<file path="config.mk">
export PLATFORM = sky130hd
export DESIGN_NAME = esaxi_slave_read
export DESIGN_NICKNAME = d
export VERILOG_FILES = /design/src/rtl/esaxi_pkg.sv /design/src/rtl/esaxi_rd_fifo.sv /design/src/rtl/esaxi_slave_read.sv
export SDC_FILE = /design/constraint.sdc
export NUM_CORES = 1
export LEC_CHECK = 0
export CAP_MARGIN = 20
export CORE_ASPECT_RATIO = 1.1
export CORE_MARGIN = 2
export CORE_UTILIZATION = 60
export CTS_CLUSTER_DIAMETER = 120
export DETAILED_ROUTE_END_ITERATION = 10
export DONT_BUFFER_PORTS = 1
export PLACE_DENSITY_LB_ADDON = 0.1
export SETUP_SLACK_MARGIN = 0.2
export SYNTH_ARGS = -nofsm -noshare
export SYNTH_HDL_FRONTEND = slang
export SYNTH_SLANG_ARGS = --single-unit
</file>
<file path="constraint.sdc">
create_clock -name clk -period 5.3 [get_ports clk]
set_clock_uncertainty 0.1 [all_clocks]
set_input_delay 0.53 -clock clk [delete_from_list [all_inputs] [get_ports clk]]
set_output_delay 0.53 -clock clk [all_outputs]
set_load 0.01 [all_outputs]
</file>
<file path="src/rtl/esaxi_pkg.sv">
// Shared encodings, widths and helpers for the eMesh AXI slave read bridge.
package esaxi_pkg;

  localparam logic [1:0] BURST_FIXED = 2'b00;
  localparam logic [1:0] BURST_INCR  = 2'b01;
  localparam logic [1:0] BURST_WRAP  = 2'b10;

  localparam logic [1:0] RESP_OKAY   = 2'b00;
  localparam logic [1:0] RESP_SLVERR = 2'b10;

  localparam int unsigned LEN_W  = 8;
  localparam int unsigned BEAT_W = LEN_W + 1;

  typedef enum logic [1:0] {IDLE, ISSUE, DRAIN} rd_state_t;

  // WRAP is treated as INCR; FIXED and the reserved encoding hold the address.
  function automatic logic burst_advances(input logic [1:0] burst);
    return (burst == BURST_INCR) || (burst == BURST_WRAP);
  endfunction

endpackage

</file>
<file path="src/rtl/esaxi_rd_fifo.sv">
// First-word fall-through return-data FIFO with occupancy count.
module esaxi_rd_fifo #(
  parameter int unsigned DEPTH = 4,
  parameter int unsigned DW    = 32
) (
  input  logic                   clk_i,
  input  logic                   rst_i,
  input  logic                   wr_en_i,
  input  logic [DW-1:0]          wr_data_i,
  input  logic                   rd_en_i,
  output logic [DW-1:0]          rd_data_o,
  output logic                   empty_o,
  output logic [$clog2(DEPTH):0] count_o
);

  localparam int unsigned PW = $clog2(DEPTH);
  localparam int unsigned CW = PW + 1;

  logic [DW-1:0] mem_q [DEPTH];
  logic [PW-1:0] wptr_q, wptr_d;
  logic [PW-1:0] rptr_q, rptr_d;
  logic [CW-1:0] count_q, count_d;
  logic          full, push, pop;

  always_comb begin
    full    = (count_q == CW'(DEPTH));
    empty_o = (count_q == '0);
    push    = wr_en_i && !full;
    pop     = rd_en_i && !empty_o;
    wptr_d  = push ? wptr_q + PW'(1) : wptr_q;
    rptr_d  = pop ? rptr_q + PW'(1) : rptr_q;
    case ({push, pop})
      2'b10:   count_d = count_q + CW'(1);
      2'b01:   count_d = count_q - CW'(1);
      default: count_d = count_q;
    endcase
    rd_data_o = empty_o ? '0 : mem_q[rptr_q];
    count_o   = count_q;
  end

  always_ff @(posedge clk_i) begin
    if (rst_i) begin
      wptr_q  <= '0;
      rptr_q  <= '0;
      count_q <= '0;
    end else begin
      wptr_q  <= wptr_d;
      rptr_q  <= rptr_d;
      count_q <= count_d;
    end
  end

  always_ff @(posedge clk_i) begin
    if (push) mem_q[wptr_q] <= wr_data_i;
  end

  // Upstream credit accounting must never let a write land on a full FIFO.
  assert property (@(posedge clk_i) disable iff (rst_i) !(wr_en_i && full));

endmodule

</file>
<file path="src/rtl/esaxi_slave_read.sv">
// AXI4 read slave: splits one AR burst into eMesh read requests and replays returns on R.
module esaxi_slave_read
  import esaxi_pkg::*;
#(
  parameter int unsigned RFIFO_DEPTH = 4,
  parameter int unsigned AW          = 32,
  parameter int unsigned DW          = 32,
  parameter int unsigned IDW         = 12
) (
  input  logic           clk,
  input  logic           rst,
  input  logic [AW-1:0]  s_axi_araddr,
  input  logic [7:0]     s_axi_arlen,
  input  logic [2:0]     s_axi_arsize,
  input  logic [1:0]     s_axi_arburst,
  input  logic [IDW-1:0] s_axi_arid,
  input  logic           s_axi_arvalid,
  output logic           s_axi_arready,
  output logic [DW-1:0]  s_axi_rdata,
  output logic [IDW-1:0] s_axi_rid,
  output logic [1:0]     s_axi_rresp,
  output logic           s_axi_rlast,
  output logic           s_axi_rvalid,
  input  logic           s_axi_rready,
  output logic           rd_req_valid,
  output logic [AW-1:0]  rd_req_addr,
  output logic [1:0]     rd_req_size,
  input  logic           rd_req_ready,
  input  logic           rd_rsp_valid,
  input  logic [DW-1:0]  rd_rsp_data
);

  localparam int unsigned CW  = $clog2(RFIFO_DEPTH) + 1;
  localparam int unsigned CRW = CW + 1;

  rd_state_t         state_q, state_d;
  logic              arready_q, arready_d;
  logic [AW-1:0]     addr_q, addr_d;
  logic [2:0]        size_q, size_d;
  logic [1:0]        burst_q, burst_d;
  logic [IDW-1:0]    id_q, id_d;
  logic [BEAT_W-1:0] req_left_q, req_left_d;
  logic [BEAT_W-1:0] rsp_left_q, rsp_left_d;
  logic [CW-1:0]     inflight_q, inflight_d;

  logic [CW-1:0]     fifo_count;
  logic              fifo_empty;
  logic [DW-1:0]     fifo_rdata;
  logic [CRW-1:0]    credit;
  logic              req_hs, rsp_push, r_hs;

  function automatic logic [AW-1:0] next_addr(input logic [AW-1:0] a, input logic [2:0] sz);
    logic [AW-1:0] step;
    step = AW'(1) << sz;
    return (a & ~(step - AW'(1))) + step;
  endfunction

  esaxi_rd_fifo #(
    .DEPTH (RFIFO_DEPTH),
    .DW    (DW)
  ) u_rd_fifo (
    .clk_i     (clk),
    .rst_i     (rst),
    .wr_en_i   (rsp_push),
    .wr_data_i (rd_rsp_data),
    .rd_en_i   (r_hs),
    .rd_data_o (fifo_rdata),
    .empty_o   (fifo_empty),
    .count_o   (fifo_count)
  );

  always_comb begin
    // Slots not yet spoken for by buffered data or reads still in flight.
    credit        = CRW'(RFIFO_DEPTH) - {1'b0, fifo_count} - {1'b0, inflight_q};
    rd_req_valid  = (state_q == ISSUE) && (req_left_q != '0) && (credit != '0);
    req_hs        = rd_req_valid && rd_req_ready;
    rsp_push      = rd_rsp_valid && (inflight_q != '0);
    s_axi_rvalid  = !fifo_empty;
    r_hs          = s_axi_rvalid && s_axi_rready;
    s_axi_rlast   = s_axi_rvalid && (rsp_left_q == BEAT_W'(1));
    s_axi_rdata   = fifo_rdata;
    s_axi_rid     = id_q;
    s_axi_rresp   = RESP_OKAY;
    s_axi_arready = arready_q;
    rd_req_addr   = addr_q;
    rd_req_size   = size_q[1:0];
  end

  always_comb begin
    state_d    = state_q;
    arready_d  = arready_q;
    addr_d     = addr_q;
    size_d     = size_q;
    burst_d    = burst_q;
    id_d       = id_q;
    req_left_d = req_left_q;
    rsp_left_d = r_hs ? rsp_left_q - BEAT_W'(1) : rsp_left_q;

    case ({req_hs, rsp_push})
      2'b10:   inflight_d = inflight_q + CW'(1);
      2'b01:   inflight_d = inflight_q - CW'(1);
      default: inflight_d = inflight_q;
    endcase

    unique case (state_q)
      IDLE: begin
        if (s_axi_arvalid && arready_q) begin
          addr_d     = s_axi_araddr;
          size_d     = s_axi_arsize;
          burst_d    = s_axi_arburst;
          id_d       = s_axi_arid;
          req_left_d = {1'b0, s_axi_arlen} + BEAT_W'(1);
          rsp_left_d = {1'b0, s_axi_arlen} + BEAT_W'(1);
          arready_d  = 1'b0;
          state_d    = ISSUE;
        end
      end
      ISSUE: begin
        if (req_hs) begin
          req_left_d = req_left_q - BEAT_W'(1);
          if (burst_advances(burst_q)) addr_d = next_addr(addr_q, size_q);
          if (req_left_q == BEAT_W'(1)) state_d = DRAIN;
        end
      end
      DRAIN: begin
        if (r_hs && s_axi_rlast) begin
          state_d   = IDLE;
          arready_d = 1'b1;
        end
      end
      default: state_d = IDLE;
    endcase
  end

  always_ff @(posedge clk) begin
    if (rst) begin
      state_q    <= IDLE;
      arready_q  <= 1'b1;
      addr_q     <= '0;
      size_q     <= '0;
      burst_q    <= '0;
      id_q       <= '0;
      req_left_q <= '0;
      rsp_left_q <= '0;
      inflight_q <= '0;
    end else begin
      state_q    <= state_d;
      arready_q  <= arready_d;
      addr_q     <= addr_d;
      size_q     <= size_d;
      burst_q    <= burst_d;
      id_q       <= id_d;
      req_left_q <= req_left_d;
      rsp_left_q <= rsp_left_d;
      inflight_q <= inflight_d;
    end
  end

endmodule

</file>
==> reports/qor.log, run 1 <==
INFO  final_layout   filler_cell_count=1255
INFO  synth          netlist_top_cells_area=sky130_fd_sc_hd__edfxtp_1, sky130_fd_sc_hd__dfxtp_1, sky130_fd_sc_hd__mux4_2
INFO  routing        dr_total_vias=6988
INFO  timing         slew_headroom=0.405
INFO  routing        dr_iter_0_viols=428
INFO  synth          yosys_most_used_dff=sky130_fd_sc_hd__edfxtp_1
INFO  synth          syn-instance-count=904
INFO  worst_setup_path endpoint_kind_of_the_worst_setup_timing_path=register
INFO  synth          yosys_register_bits=210
INFO  routing        drc_errors=0
INFO  synth          ys.warnings.count=0
INFO  pwr            power_density=442nW/um^2
INFO  clock_tree     tritoncts=built
INFO  clock_tree     cts-buffers-inserted=21
INFO  floorplan      io-pin-count=179
INFO  routing        detail_route.wirelength=22600um
INFO  final_layout   area_growth=6.67%
INFO  clock_tree     insertion_delay=490ps
INFO  clock_tree     clk_pin_slew_worst_paths=60ps
INFO  clock_tree     cts_repair_resize_count=0
INFO  synth          synth_area_per_cell=11.2um^2
INFO  timing         finalSetupTns=0ps
INFO  placed_design  routabilityCongestion=0.908
INFO  run_status     status=complete, no violations
INFO  synth          synth_largest_type_area_fraction=0.379
INFO  floorplan      rows=49
INFO  floorplan      die-area=17900um^2
INFO  routing        route.antenna.remaining_nets=0
INFO  pwr            p_leak=3.60nW
INFO  synth          synth_cell_type_count=76
INFO  synth          synth.cell_area=10100um^2
INFO  grt            globalRoute.totalOverflow=0
INFO  synth          count_of_flip_flops_with_a_built_in_enable_after_synthesis=128
INFO  grt            grt_max_degree=77
INFO  synth          synthArstFlopShare=0
INFO  timing         final_period_minus_worst_setup_slack=4040ps
INFO  floorplan      coreArea=16400um^2
INFO  grt            antenna_found_initial=0
INFO  routing        firstDrtPassIters=8
INFO  worst_setup_path timing.critical_path.fanout_max=21
INFO  grt            gr_util_all_layers=0.251
INFO  placed_design  detailed_placer_s_ending_hpwl=15200um
INFO  clock_tree     clock_tree.htree_level_count=1
INFO  worst_setup_path critPathArrivalTime=4320ps
INFO  worst_setup_path timing.critical_path.from_type=register
INFO  final_layout   layout-drive-gt1-share=0.0998
INFO  placed_design  portBuffers=0
INFO  clock_tree     cts.hold.buffers_added=2
INFO  timing         post-route-period-util=0.762
INFO  timing         clock.fmax=248MHz
INFO  clock_tree     cts.path.max_buffers=3
INFO  timing         finalHoldViolations=0
INFO  timing         grt_setup_unrepaired=false
INFO  final_layout   final_net_count=996
INFO  hold_path      hold_path.class=input pin to register
INFO  clock_tree     cts_root_buf=sky130_fd_sc_hd__clkbuf_16
INFO  pwr            ir_drop=291uV
INFO  floorplan      start_util=0.617
INFO  clock_tree     clock-sinks=210
INFO  floorplan      die_w=128um
INFO  synth          synth_sequential_area_ratio=0.541
INFO  timing         worstMarginPinSlew=884ps
INFO  flow_run       number_of_maximum_capacitance_constraint_violations=0
INFO  grt            grt_pass1_vias=7111
INFO  final_layout   n_antenna_cell=0
INFO  timing         timing.final.setup_violations=0
INFO  floorplan      die_height=140um
INFO  timing         maxSlewViolCount=0
INFO  clock_tree     cts_post_setup_buffers_inserted=0
INFO  synth          synth.most_common_cell=sky130_fd_sc_hd__edfxtp_1
INFO  grt            grt_first_pass_wirelength=36300um
INFO  timing         hold_ws=14.6ps
INFO  routing        via_per_inst=6.38
INFO  worst_setup_path critical_path_required=5580ps
INFO  synth          synth_area_leader_cell=sky130_fd_sc_hd__edfxtp_1
INFO  pwr            report.power.total=4.77mW
INFO  routing        avgRoutedWirePerCell=20.7um
INFO  worst_setup_path cp_class=register to register
INFO  synth          post_synth_most_frequent_cells=sky130_fd_sc_hd__edfxtp_1, sky130_fd_sc_hd__nand2_1, sky130_fd_sc_hd__nor2_1, sky130_fd_sc_hd__dfxtp_1, sky130_fd_sc_hd__a21oi_1
-- kinds of logic after synthesis --
logic type	count (synthesis)	share of synthesized area
DFF	210	0.541
muxes	34	0.0731
buffers and inverters	88	0.0424
and+or+nand+nor	332	0.160
AOI/OAI and AO/OA	185	0.126
xor gates and xnor gates	31	0.0268
other	1	0.000370
adders and majority gates	23	0.0306
-- final cells by class --
type | instances | area (um^2) | share of cell area
clock buffer | 28 | 572 | 0.0529
sequential | 210 | 5490 | 0.508
clock inverter | 9 | 68.8 | 0.00637
timing repair buffer | 11 | 87.6 | 0.00810
multi-input combinational | 607 | 4240 | 0.392
tap | 204 | 255 | 0.0236
inverter | 27 | 101 | 0.00938
-- report_power, final --
part	switching (mW)	internal [mW]
Clock	0.587	0.803
Sequential	0.216	1.93
Combinational	0.746	0.492
Total	1.55	3.22
-- cells in the final DEF (no fill, tap or decap), types with 13 or more instances in the layout --
cell / netlist / layout
sky130_fd_sc_hd__a211oi_1: 24 / 24
sky130_fd_sc_hd__nand2_1: 106 / 106
sky130_fd_sc_hd__and2_1: 45 / 41
sky130_fd_sc_hd__ha_1: 20 / 20
sky130_fd_sc_hd__edfxtp_1: 128 / 128
sky130_fd_sc_hd__dfxtp_1: 82 / 81
sky130_fd_sc_hd__nand3_1: 18 / 18
sky130_fd_sc_hd__xor2_1: 15 / 15
sky130_fd_sc_hd__a21oi_1: 55 / 55
sky130_fd_sc_hd__nor2_1: 83 / 82
sky130_fd_sc_hd__clkbuf_16: 0 / 21
sky130_fd_sc_hd__xnor2_1: 16 / 16
sky130_fd_sc_hd__mux4_2: 32 / 32
sky130_fd_sc_hd__and3_1: 13 / 13
sky130_fd_sc_hd__nor3_1: 17 / 17
sky130_fd_sc_hd__o21ai_0: 26 / 26
sky130_fd_sc_hd__inv_1: 27 / 28
-- layer usage --
metal	global-route usage	wire [um]	vias to the layer above
met3	0.0672	1920	39
met1	0.305	8780	3409
met5	0	0	-
met2	0.442	11500	266
li1	-	-	3274
met4	0.0642	422	0
-- metrics by stage --
| stage | area (um^2) | util | setup WS (ps) | cells |
|---|---|---|---|---|
| 6_report | 10800 | 0.658 | 1260 | 1096 |
| 5_1_grt | 10800 | 0.658 | 849 | 1096 |
| 4_1_cts | 10800 | 0.658 | 1250 | 1096 |
| 3_5_place_dp | 10100 | 0.617 | 1300 | 1057 |
| 3_3_place_gp | 10100 | 0.617 | 1530 | 1057 |
| 2_1_floorplan | 10100 | - | 2060 | 905 |
-- flip-flops by register name, indices dropped and copies added, names as in the netlist, named ones only --
register	flops
burst_q	2
inflight_q	3
rd_req_addr	32
req_left_q	9
rsp_left_q	9
s_axi_arready	1
s_axi_rid	12
size_q	3
state_q	2
u_rd_fifo.count_o	3
u_rd_fifo.mem_q	128
u_rd_fifo.rptr_q	2
u_rd_fifo.wptr_q	2
-- worst max-delay path, cell delays in order (launching register included) --
cell	delay (ps)
sky130_fd_sc_hd__dfxtp_1	800
sky130_fd_sc_hd__inv_1	310
sky130_fd_sc_hd__nand3_1	200
sky130_fd_sc_hd__ha_1	430
sky130_fd_sc_hd__nand2_1	160
sky130_fd_sc_hd__a2111oi_4	410
sky130_fd_sc_hd__o2111ai_1	190
sky130_fd_sc_hd__a2111o_1	410
sky130_fd_sc_hd__nand2_1	340
sky130_fd_sc_hd__nand3_1	110
sky130_fd_sc_hd__nor3b_1	170
sky130_fd_sc_hd__o41ai_1	310
-- worst paths after layout --
kind / startpoint / endpoint / slack [ps] / cells past startpoint
hold / removal: rst / rd_req_addr[30] / 10 / 1
setup / recovery: size_q[1] / rd_req_addr[15] / 1260 / 11
setup reg to reg: size_q[1] / rd_req_addr[15] / 1260 / 11
hold reg to reg: burst_q[1] / burst_q[1] / 380 / 2
No activity file was read; power rests on OpenSTA's default activity.
==> run 2: changes to the inputs <==
==> constraint.sdc (replaced) <==
create_clock -name clk -period 4 [get_ports clk]
set_clock_uncertainty 0.1 [all_clocks]
set_input_delay 0.4 -clock clk [delete_from_list [all_inputs] [get_ports clk]]
set_output_delay 0.4 -clock clk [all_outputs]
set_load 0.01 [all_outputs]
==> run 2 against run 1 <==
Against the previous run:
- largest power group unchanged
- die area unchanged
- clock power up 55%
- wire length is 2.4% higher
- combinational power increased by 41%
- via count up 3.0%
- largest cell class unchanged
- highest routed layer unchanged
- power increased by 41%
==> reports/qor.log, run 2 (synthesized netlist as in run 1, its figures left out) <==
INFO  run_status     status=complete, no violations [unchanged]
INFO  final_layout   registers.top_by_ff_count=u_rd_fifo.mem_q [unchanged]
INFO  hold_path      hold_path.class=input pin to register [unchanged]
INFO  clock_tree     cts.path.max_buffers=3 [unchanged]
INFO  placed_design  detailed_placer_s_ending_hpwl=15100um [was 15200 um]
INFO  routing        detail_route.wirelength=23200um [was 22600 um]
INFO  timing         maxSlewViolCount=0 [unchanged]
INFO  pwr            p_leak=3.97nW [was 3.60 nW]
INFO  final_layout   utilization=0.710 [was 0.658]
INFO  routing        drc_errors=0 [unchanged]
INFO  routing        avgRoutedWirePerCell=19.8um [was 20.7 um]
INFO  final_layout   final_design_area_no_fill=11700um^2 [was 10800 um^2]
INFO  grt            grt_max_degree=83 [was 77]
INFO  clock_tree     insertion_delay=510ps [was 490 ps]
INFO  final_layout   regArea=5490um^2 [about the same]
INFO  floorplan      coreArea=16400um^2 [unchanged]
INFO  floorplan      die_w=128um [unchanged]
INFO  worst_setup_path critPathArrivalTime=3920ps [was 4320 ps]
INFO  timing         timing.final.ws_setup=413ps [was 1260 ps]
INFO  clock_tree     tritoncts=built [unchanged]
INFO  timing         slew_headroom=0.410 [was 0.405]
INFO  final_layout   largest_register_ffs=128 [unchanged]
INFO  clock_tree     cts_root_buf=sky130_fd_sc_hd__clkbuf_16 [unchanged]
INFO  hold_path      hold_path_depth=2 [was 1]
INFO  grt            antenna_found_initial=1 [was 0]
INFO  flow_run       number_of_maximum_capacitance_constraint_violations=0 [unchanged]
INFO  timing         final_period_minus_worst_setup_slack=3590ps [was 4040 ps]
INFO  placed_design  routabilityCongestion=0.866 [was 0.908]
INFO  routing        route.antenna.remaining_nets=0 [unchanged]
INFO  timing         timing.final.setup_violations=0 [unchanged]
INFO  clock_tree     clock-sinks=210 [unchanged]
INFO  clock_tree     clk_pin_slew_worst_paths=60ps [about the same]
INFO  worst_setup_path reg2reg_slack=410ps [was 1260 ps]
INFO  pwr            report.power.total=6.75mW [was 4.77 mW]
INFO  clock_tree     clock_tree.htree_level_count=1 [unchanged]
INFO  worst_setup_path worst_case_reg_to_reg_path_depth=13 [was 11]
INFO  floorplan      rows=49 [unchanged]
INFO  routing        dr_iter_0_viols=419 [was 428]
INFO  pwr            ir_drop=386uV [was 291 uV]
INFO  timing         clock.fmax=279MHz [was 248 MHz]
INFO  worst_setup_path regToRegStartpoint=inflight_q[1] [was size_q[1]]
INFO  final_layout   layout-drive-gt1-share=0.108 [was 0.0998]
INFO  placed_design  portBuffers=0 [unchanged]
INFO  floorplan      die-area=17900um^2 [unchanged]
INFO  worst_setup_path critical_path_required=4340ps [was 5580 ps]
INFO  floorplan      start_util=0.617 [unchanged]
INFO  pwr            power_density=578nW/um^2 [was 442 nW/um^2]
INFO  grt            gr_util_all_layers=0.253 [was 0.251]
INFO  timing         worstMarginPinSlew=885ps [was 884 ps]
INFO  grt            grt_first_pass_wirelength=36800um [was 36300 um]
INFO  timing         finalSetupTns=0ps [unchanged]
INFO  final_layout   area_used_by_multi_input_combinational_logic=4240um^2 [about the same]
INFO  final_layout   area_growth=15.1% [was 6.67%]
INFO  worst_setup_path rr_endpoint=inflight_q[2] [was rd_req_addr[15]]
INFO  grt            grt_pass1_vias=7296 [was 7111]
INFO  final_layout   final_net_count=1067 [was 996]
INFO  hold_path      min_delay_worst_endpoint=rd_req_addr[8] [was rd_req_addr[30]]
INFO  timing         grt_setup_unrepaired=false [unchanged]
INFO  floorplan      io-pin-count=179 [unchanged]
INFO  timing         post-route-period-util=0.897 [was 0.762]
INFO  placed_design  detailed_place.area=10200um^2 [was 10100 um^2]
INFO  final_layout   final_cell_mix=sky130_fd_sc_hd__edfxtp_1, sky130_fd_sc_hd__nand2_1, sky130_fd_sc_hd__nor2_1 [unchanged]
INFO  timing         finalHoldViolations=0 [unchanged]
INFO  worst_setup_path timing.critical_path.from_type=register [unchanged]
INFO  final_layout   filler_cell_count=1198 [was 1255]
INFO  floorplan      die_height=140um [unchanged]
INFO  worst_setup_path timing.critical_path.fanout_max=4 [was 21]
INFO  grt            globalRoute.totalOverflow=0 [unchanged]
INFO  worst_setup_path cp_class=register to register [unchanged]
INFO  final_layout   layout.cells.most_common=sky130_fd_sc_hd__edfxtp_1 [unchanged]
INFO  hold_path      holdCritStartpoint=s_axi_araddr[8] [was rst]
INFO  worst_setup_path endpoint_kind_of_the_worst_setup_timing_path=register [unchanged]
INFO  routing        via_per_inst=6.14 [was 6.38]
INFO  clock_tree     cts-buffers-inserted=23 [was 21]
INFO  placed_design  preCtsSetupSlack=398ps [was 1300 ps]
INFO  routing        dr_total_vias=7201 [was 6988]
INFO  routing        firstDrtPassIters=4 [was 8]
run 2: cell types whose count changed in the layout (fill, tap and decap cells not counted), moves of 2 or more:
cell,change
sky130_fd_sc_hd__dlygate4sd3_1,+62
sky130_fd_sc_hd__buf_4,+5
sky130_fd_sc_hd__clkbuf_16,+2
sky130_fd_sc_hd__clkinvlp_2,-2
sky130_fd_sc_hd__diode_2,+2
sky130_fd_sc_hd__bufinv_16,+2
run 2: worst max path at each step:
| stage | startpoint | endpoint | slack, ps | cells after the start |
|---|---|---|---|---|
| 2_1_floorplan | size_q[0] | rd_req_addr[23] | 760 | 13 |
| 3_3_place_gp | size_q[0] | rd_req_addr[15] | 530 | 10 |
| 3_5_place_dp | size_q[0] | rd_req_addr[15] | 400 | 10 |
| 4_1_cts | size_q[0] | rd_req_addr[15] | 400 | 10 |
| 5_1_grt | inflight_q[1] | inflight_q[2] | 230 | 13 |
| 6_report | inflight_q[1] | inflight_q[2] | 410 | 13 |
run 2: area by class of cell:
| type | count | share of cell area |
|---|---|---|
| sequential | 210 | 0.471 |
| clock inverter | 11 | 0.0126 |
| timing repair buffer | 80 | 0.0680 |
| inverter | 27 | 0.00869 |
| multi-input combinational | 607 | 0.363 |
| tap | 204 | 0.0219 |
| antenna | 2 | 0.000429 |
| clock buffer | 31 | 0.0545 |
run 2: through the flow:
stage	std cells	hold WS (ps)
after global routing	1171	31.0
after detailed placement	1063	353
after global placement	1063	363
final	1172	34.2
after floorplan	905	349
after CTS	1170	16.2
run 2: per-layer routing:
layer | share of wire | vias up | routed length, um | track usage
met5 | 0 | - | 0 | 0
met2 | 0.51 | 236 | 11900 | 0.443
met3 | 0.067 | 31 | 1550 | 0.0607
met1 | 0.41 | 3505 | 9420 | 0.315
met4 | 0.015 | 0 | 357 | 0.0671
li1 | - | 3429 | - | -
run 2: worst max-delay path, cell delays in order (launching register included):
cell	delay, ps
sky130_fd_sc_hd__dfxtp_1	340
sky130_fd_sc_hd__ha_1	290
sky130_fd_sc_hd__inv_1	40
sky130_fd_sc_hd__ha_1	200
sky130_fd_sc_hd__fa_1	440
sky130_fd_sc_hd__o41ai_1	480
sky130_fd_sc_hd__nor2_1	190
sky130_fd_sc_hd__nand2_1	170
sky130_fd_sc_hd__ha_1	200
sky130_fd_sc_hd__inv_1	60
sky130_fd_sc_hd__fa_1	380
sky130_fd_sc_hd__xor2_1	160
sky130_fd_sc_hd__or3_1	310
sky130_fd_sc_hd__a21oi_1	150
run 2: power breakdown:
part | switching [mW] | internal [mW] | total [mW] | leakage, nW
registers | 0.285 | 2.56 | 2.84 | 1.83
clock network | 0.841 | 1.32 | 2.16 | 0.375
logic | 1.03 | 0.720 | 1.75 | 1.77
total | 2.15 | 4.59 | 6.75 | 3.97
run 2: timing repair:
item,in CTS,in global routing
setup endpoints to repair,0,7
hold buffers,65,0
resized for setup,0,2
hold endpoints to repair,210,0
setup buffers,0,0
==> run 3: changes to the inputs <==
--- a/config.mk
+++ b/config.mk
@@ -8,7 +8,7 @@
 export CAP_MARGIN = 20
 export CORE_ASPECT_RATIO = 1.1
 export CORE_MARGIN = 2
-export CORE_UTILIZATION = 60
+export CORE_UTILIZATION = 64
 export CTS_CLUSTER_DIAMETER = 120
 export DETAILED_ROUTE_END_ITERATION = 10
 export DONT_BUFFER_PORTS = 1
==> run 3 against run 2 <==
Against the previous run:
- die area down 6.1%
- power down 1.2%
- non-clock buffer count down 2
- final area down 0.85%
- register-to-register slack about the same
- count of clock-buffer cells in the layout down 2
- sequential share of layout area up 0.41 points
- via count up 1.2%
- critical path type unchanged
- highest routed layer unchanged
==> reports/qor.log, run 3 (synthesized netlist as in run 1, its figures left out) <==
INFO  floorplan      io-pin-count=179 [unchanged]
INFO  worst_setup_path reg2reg_slack=410ps [about the same]
INFO  hold_path      holdCritStartpoint=s_axi_arlen[0] [was s_axi_araddr[8]]
INFO  grt            grt_max_degree=83 [unchanged]
INFO  grt            globalRoute.totalOverflow=0 [unchanged]
INFO  final_layout   area_growth=14.1% [was 15.1%]
INFO  hold_path      hold_path.class=input pin to register [unchanged]
INFO  timing         clock.fmax=279MHz [about the same]
INFO  timing         finalHoldViolations=0 [unchanged]
INFO  timing         timing.final.setup_violations=0 [unchanged]
INFO  worst_setup_path timing.critical_path.fanout_max=4 [unchanged]
INFO  worst_setup_path critical_path_required=4320ps [was 4340 ps]
INFO  final_layout   largest_register_ffs=128 [unchanged]
INFO  pwr            switching_power=2.11mW [was 2.15 mW]
INFO  routing        dr_total_vias=7290 [was 7201]
INFO  pwr            clockPowerShare=0.310 [was 0.320]
INFO  placed_design  portBuffers=0 [unchanged]
INFO  pwr            combPwrFrac=0.259 [about the same]
INFO  clock_tree     tritoncts=built [unchanged]
INFO  pwr            ir_drop=419uV [was 386 uV]
INFO  placed_design  detailed_placer_s_ending_hpwl=15200um [was 15100 um]
INFO  timing         finalSetupTns=0ps [unchanged]
INFO  placed_design  routabilityCongestion=0.989 [was 0.866]
INFO  final_layout   registers.top_by_ff_count=u_rd_fifo.mem_q [unchanged]
INFO  worst_setup_path endpoint_kind_of_the_worst_setup_timing_path=register [unchanged]
INFO  pwr            power_density=576nW/um^2 [was 578 nW/um^2]
INFO  worst_setup_path timing.critical_path.from_type=register [unchanged]
INFO  final_layout   layout.cells.most_common=sky130_fd_sc_hd__edfxtp_1 [unchanged]
INFO  routing        detail_route.wirelength=23300um [was 23200 um]
INFO  floorplan      die_w=124um [was 128 um]
INFO  routing        drc_errors=0 [unchanged]
INFO  flow_run       number_of_maximum_capacitance_constraint_violations=0 [unchanged]
INFO  timing         grt_setup_unrepaired=false [unchanged]
INFO  worst_setup_path cp_class=register to register [unchanged]
INFO  placed_design  detailed_place.area=10200um^2 [about the same]
INFO  timing         worstMarginPinSlew=796ps [was 885 ps]
INFO  final_layout   layout-drive-gt1-share=0.104 [was 0.108]
INFO  routing        via_per_inst=6.28 [was 6.14]
INFO  routing        firstDrtPassIters=5 [was 4]
INFO  clock_tree     clock-sinks=210 [unchanged]
INFO  clock_tree     insertion_delay=490ps [was 510 ps]
INFO  routing        route.antenna.remaining_nets=0 [unchanged]
INFO  grt            antenna_found_initial=0 [was 1]
INFO  pwr            power.switching_fraction=0.317 [was 0.319]
INFO  floorplan      die-area=16900um^2 [was 17900 um^2]
INFO  grt            grt_pass1_vias=7251 [was 7296]
INFO  floorplan      coreArea=15600um^2 [was 16400 um^2]
INFO  pwr            power_frac_seq=0.431 [was 0.421]
INFO  timing         post-route-period-util=0.897 [about the same]
INFO  routing        dr_iter_0_viols=597 [was 419]
INFO  worst_setup_path regToRegStartpoint=inflight_q[1] [unchanged]
INFO  pwr            internal-power=4.55mW [was 4.59 mW]
INFO  clock_tree     cts.path.max_buffers=3 [unchanged]
INFO  clock_tree     clock_tree.htree_level_count=1 [unchanged]
INFO  timing         slew_headroom=0.464 [was 0.410]
INFO  clock_tree     cts_root_buf=sky130_fd_sc_hd__clkbuf_16 [unchanged]
INFO  grt            grt_first_pass_wirelength=36500um [was 36800 um]
INFO  routing        avgRoutedWirePerCell=20.1um [was 19.8 um]
INFO  final_layout   final_net_count=1063 [was 1067]
INFO  hold_path      min_delay_worst_endpoint=rsp_left_q[0] [was rd_req_addr[8]]
INFO  run_status     status=complete, no violations [unchanged]
INFO  clock_tree     clk_pin_slew_worst_paths=60ps [about the same]
INFO  floorplan      start_util=0.649 [was 0.617]
INFO  final_layout   final_cell_mix=sky130_fd_sc_hd__edfxtp_1, sky130_fd_sc_hd__nand2_1, sky130_fd_sc_hd__nor2_1 [unchanged]
INFO  clock_tree     cts-buffers-inserted=21 [was 23]
INFO  worst_setup_path worst_case_reg_to_reg_path_depth=13 [unchanged]
INFO  worst_setup_path critPathArrivalTime=3900ps [was 3920 ps]
INFO  hold_path      hold_path_depth=3 [was 2]
INFO  final_layout   final_design_area_no_fill=11600um^2 [was 11700 um^2]
INFO  timing         maxSlewViolCount=0 [unchanged]
INFO  final_layout   n_antenna_cell=0 [was 2]
INFO  floorplan      rows=48 [was 49]
INFO  timing         final_period_minus_worst_setup_slack=3590ps [about the same]
INFO  pwr            p_leak=3.93nW [was 3.97 nW]
INFO  floorplan      die_height=136um [was 140 um]
INFO  grt            gr_util_all_layers=0.275 [was 0.253]
INFO  timing         hold_ws=15.9ps [was 34.2 ps]
INFO  worst_setup_path rr_endpoint=inflight_q[2] [unchanged]
-- run 3: changes by cell type in the layout (fill, tap and decap cells not counted), moves of 2 or more --
cell                            before  now
sky130_fd_sc_hd__dlygate4sd3_1      64   59
sky130_fd_sc_hd__diode_2             2    0
sky130_fd_sc_hd__and2_2              5    1
sky130_fd_sc_hd__buf_4              14   18
sky130_fd_sc_hd__and2_1             41   45
sky130_fd_sc_hd__clkbuf_16          23   21
-- run 3: metal layers --
layer / vias to the layer above / share of wire / GRT usage
met4: 0 / 0.032 / 0.0911
li1: 3413 / - / -
met5: - / 0 / 0
met1: 3519 / 0.38 / 0.325
met3: 57 / 0.079 / 0.0659
met2: 301 / 0.51 / 0.491
-- run 3: worst max path at each step --
| stage | to | from | cells after the start |
|---|---|---|---|
| CTS | rd_req_addr[15] | size_q[2] | 11 |
| global placement | rd_req_addr[23] | size_q[2] | 11 |
| global route | rd_req_addr[15] | size_q[1] | 11 |
| floorplan | rd_req_addr[23] | size_q[0] | 13 |
| finish | inflight_q[2] | inflight_q[1] | 13 |
| detailed placement | rd_req_addr[15] | size_q[2] | 11 |
-- run 3: worst max-delay path: stages, from the launching register on --
cell and delay (ps):
sky130_fd_sc_hd__dfxtp_1 340, sky130_fd_sc_hd__ha_1 290, sky130_fd_sc_hd__inv_1 50, sky130_fd_sc_hd__ha_1 200, sky130_fd_sc_hd__fa_1 440, sky130_fd_sc_hd__o41ai_1 450
sky130_fd_sc_hd__nor2_1 190, sky130_fd_sc_hd__nand2_1 170, sky130_fd_sc_hd__ha_1 220, sky130_fd_sc_hd__inv_1 70, sky130_fd_sc_hd__fa_1 380, sky130_fd_sc_hd__xor2_1 160
sky130_fd_sc_hd__or3_1 310, sky130_fd_sc_hd__a21oi_1 150
-- run 3: through the flow --
step | setup WS [ps] | utilization | power (mW) | cells
5_1_grt | 215 | 0.741 | 7.01 | 1160
3_5_place_dp | 397 | 0.654 | 4.55 | 1062
2_1_floorplan | 759 | - | 4.17 | 905
6_report | 412 | 0.741 | 6.66 | 1160
3_3_place_gp | 528 | 0.654 | 4.48 | 1062
4_1_cts | 392 | 0.740 | 6.69 | 1160
-- run 3: cell type report --
class	instances	area, um^2
clock buffer	29	586
clock inverter	9	151
fill	1028	4050
inverter	27	101
multi-input combinational	607	4230
sequential	210	5490
tap	200	250
timing repair buffer	78	753
-- run 3: what timing repair did --
item | 4_1_cts | 5_1_grt
setup endpoints to repair | 0 | 10
endpoints found under the hold margin | 210 | 0
hold buffers | 60 | 0
setup buffers | 0 | 0
gates resized for setup | 0 | 2
-- run 3: power groups by stage --
stage | combinational [mW] | sequential [mW] | clock [mW]
finish | 1.73 | 2.87 | 2.06
global route | 1.93 | 2.90 | 2.18
CTS | 1.73 | 2.87 | 2.09
global placement | 1.58 | 2.89 | 0
detailed placement | 1.64 | 2.91 | 0
floorplan | 1.38 | 2.79 | 0
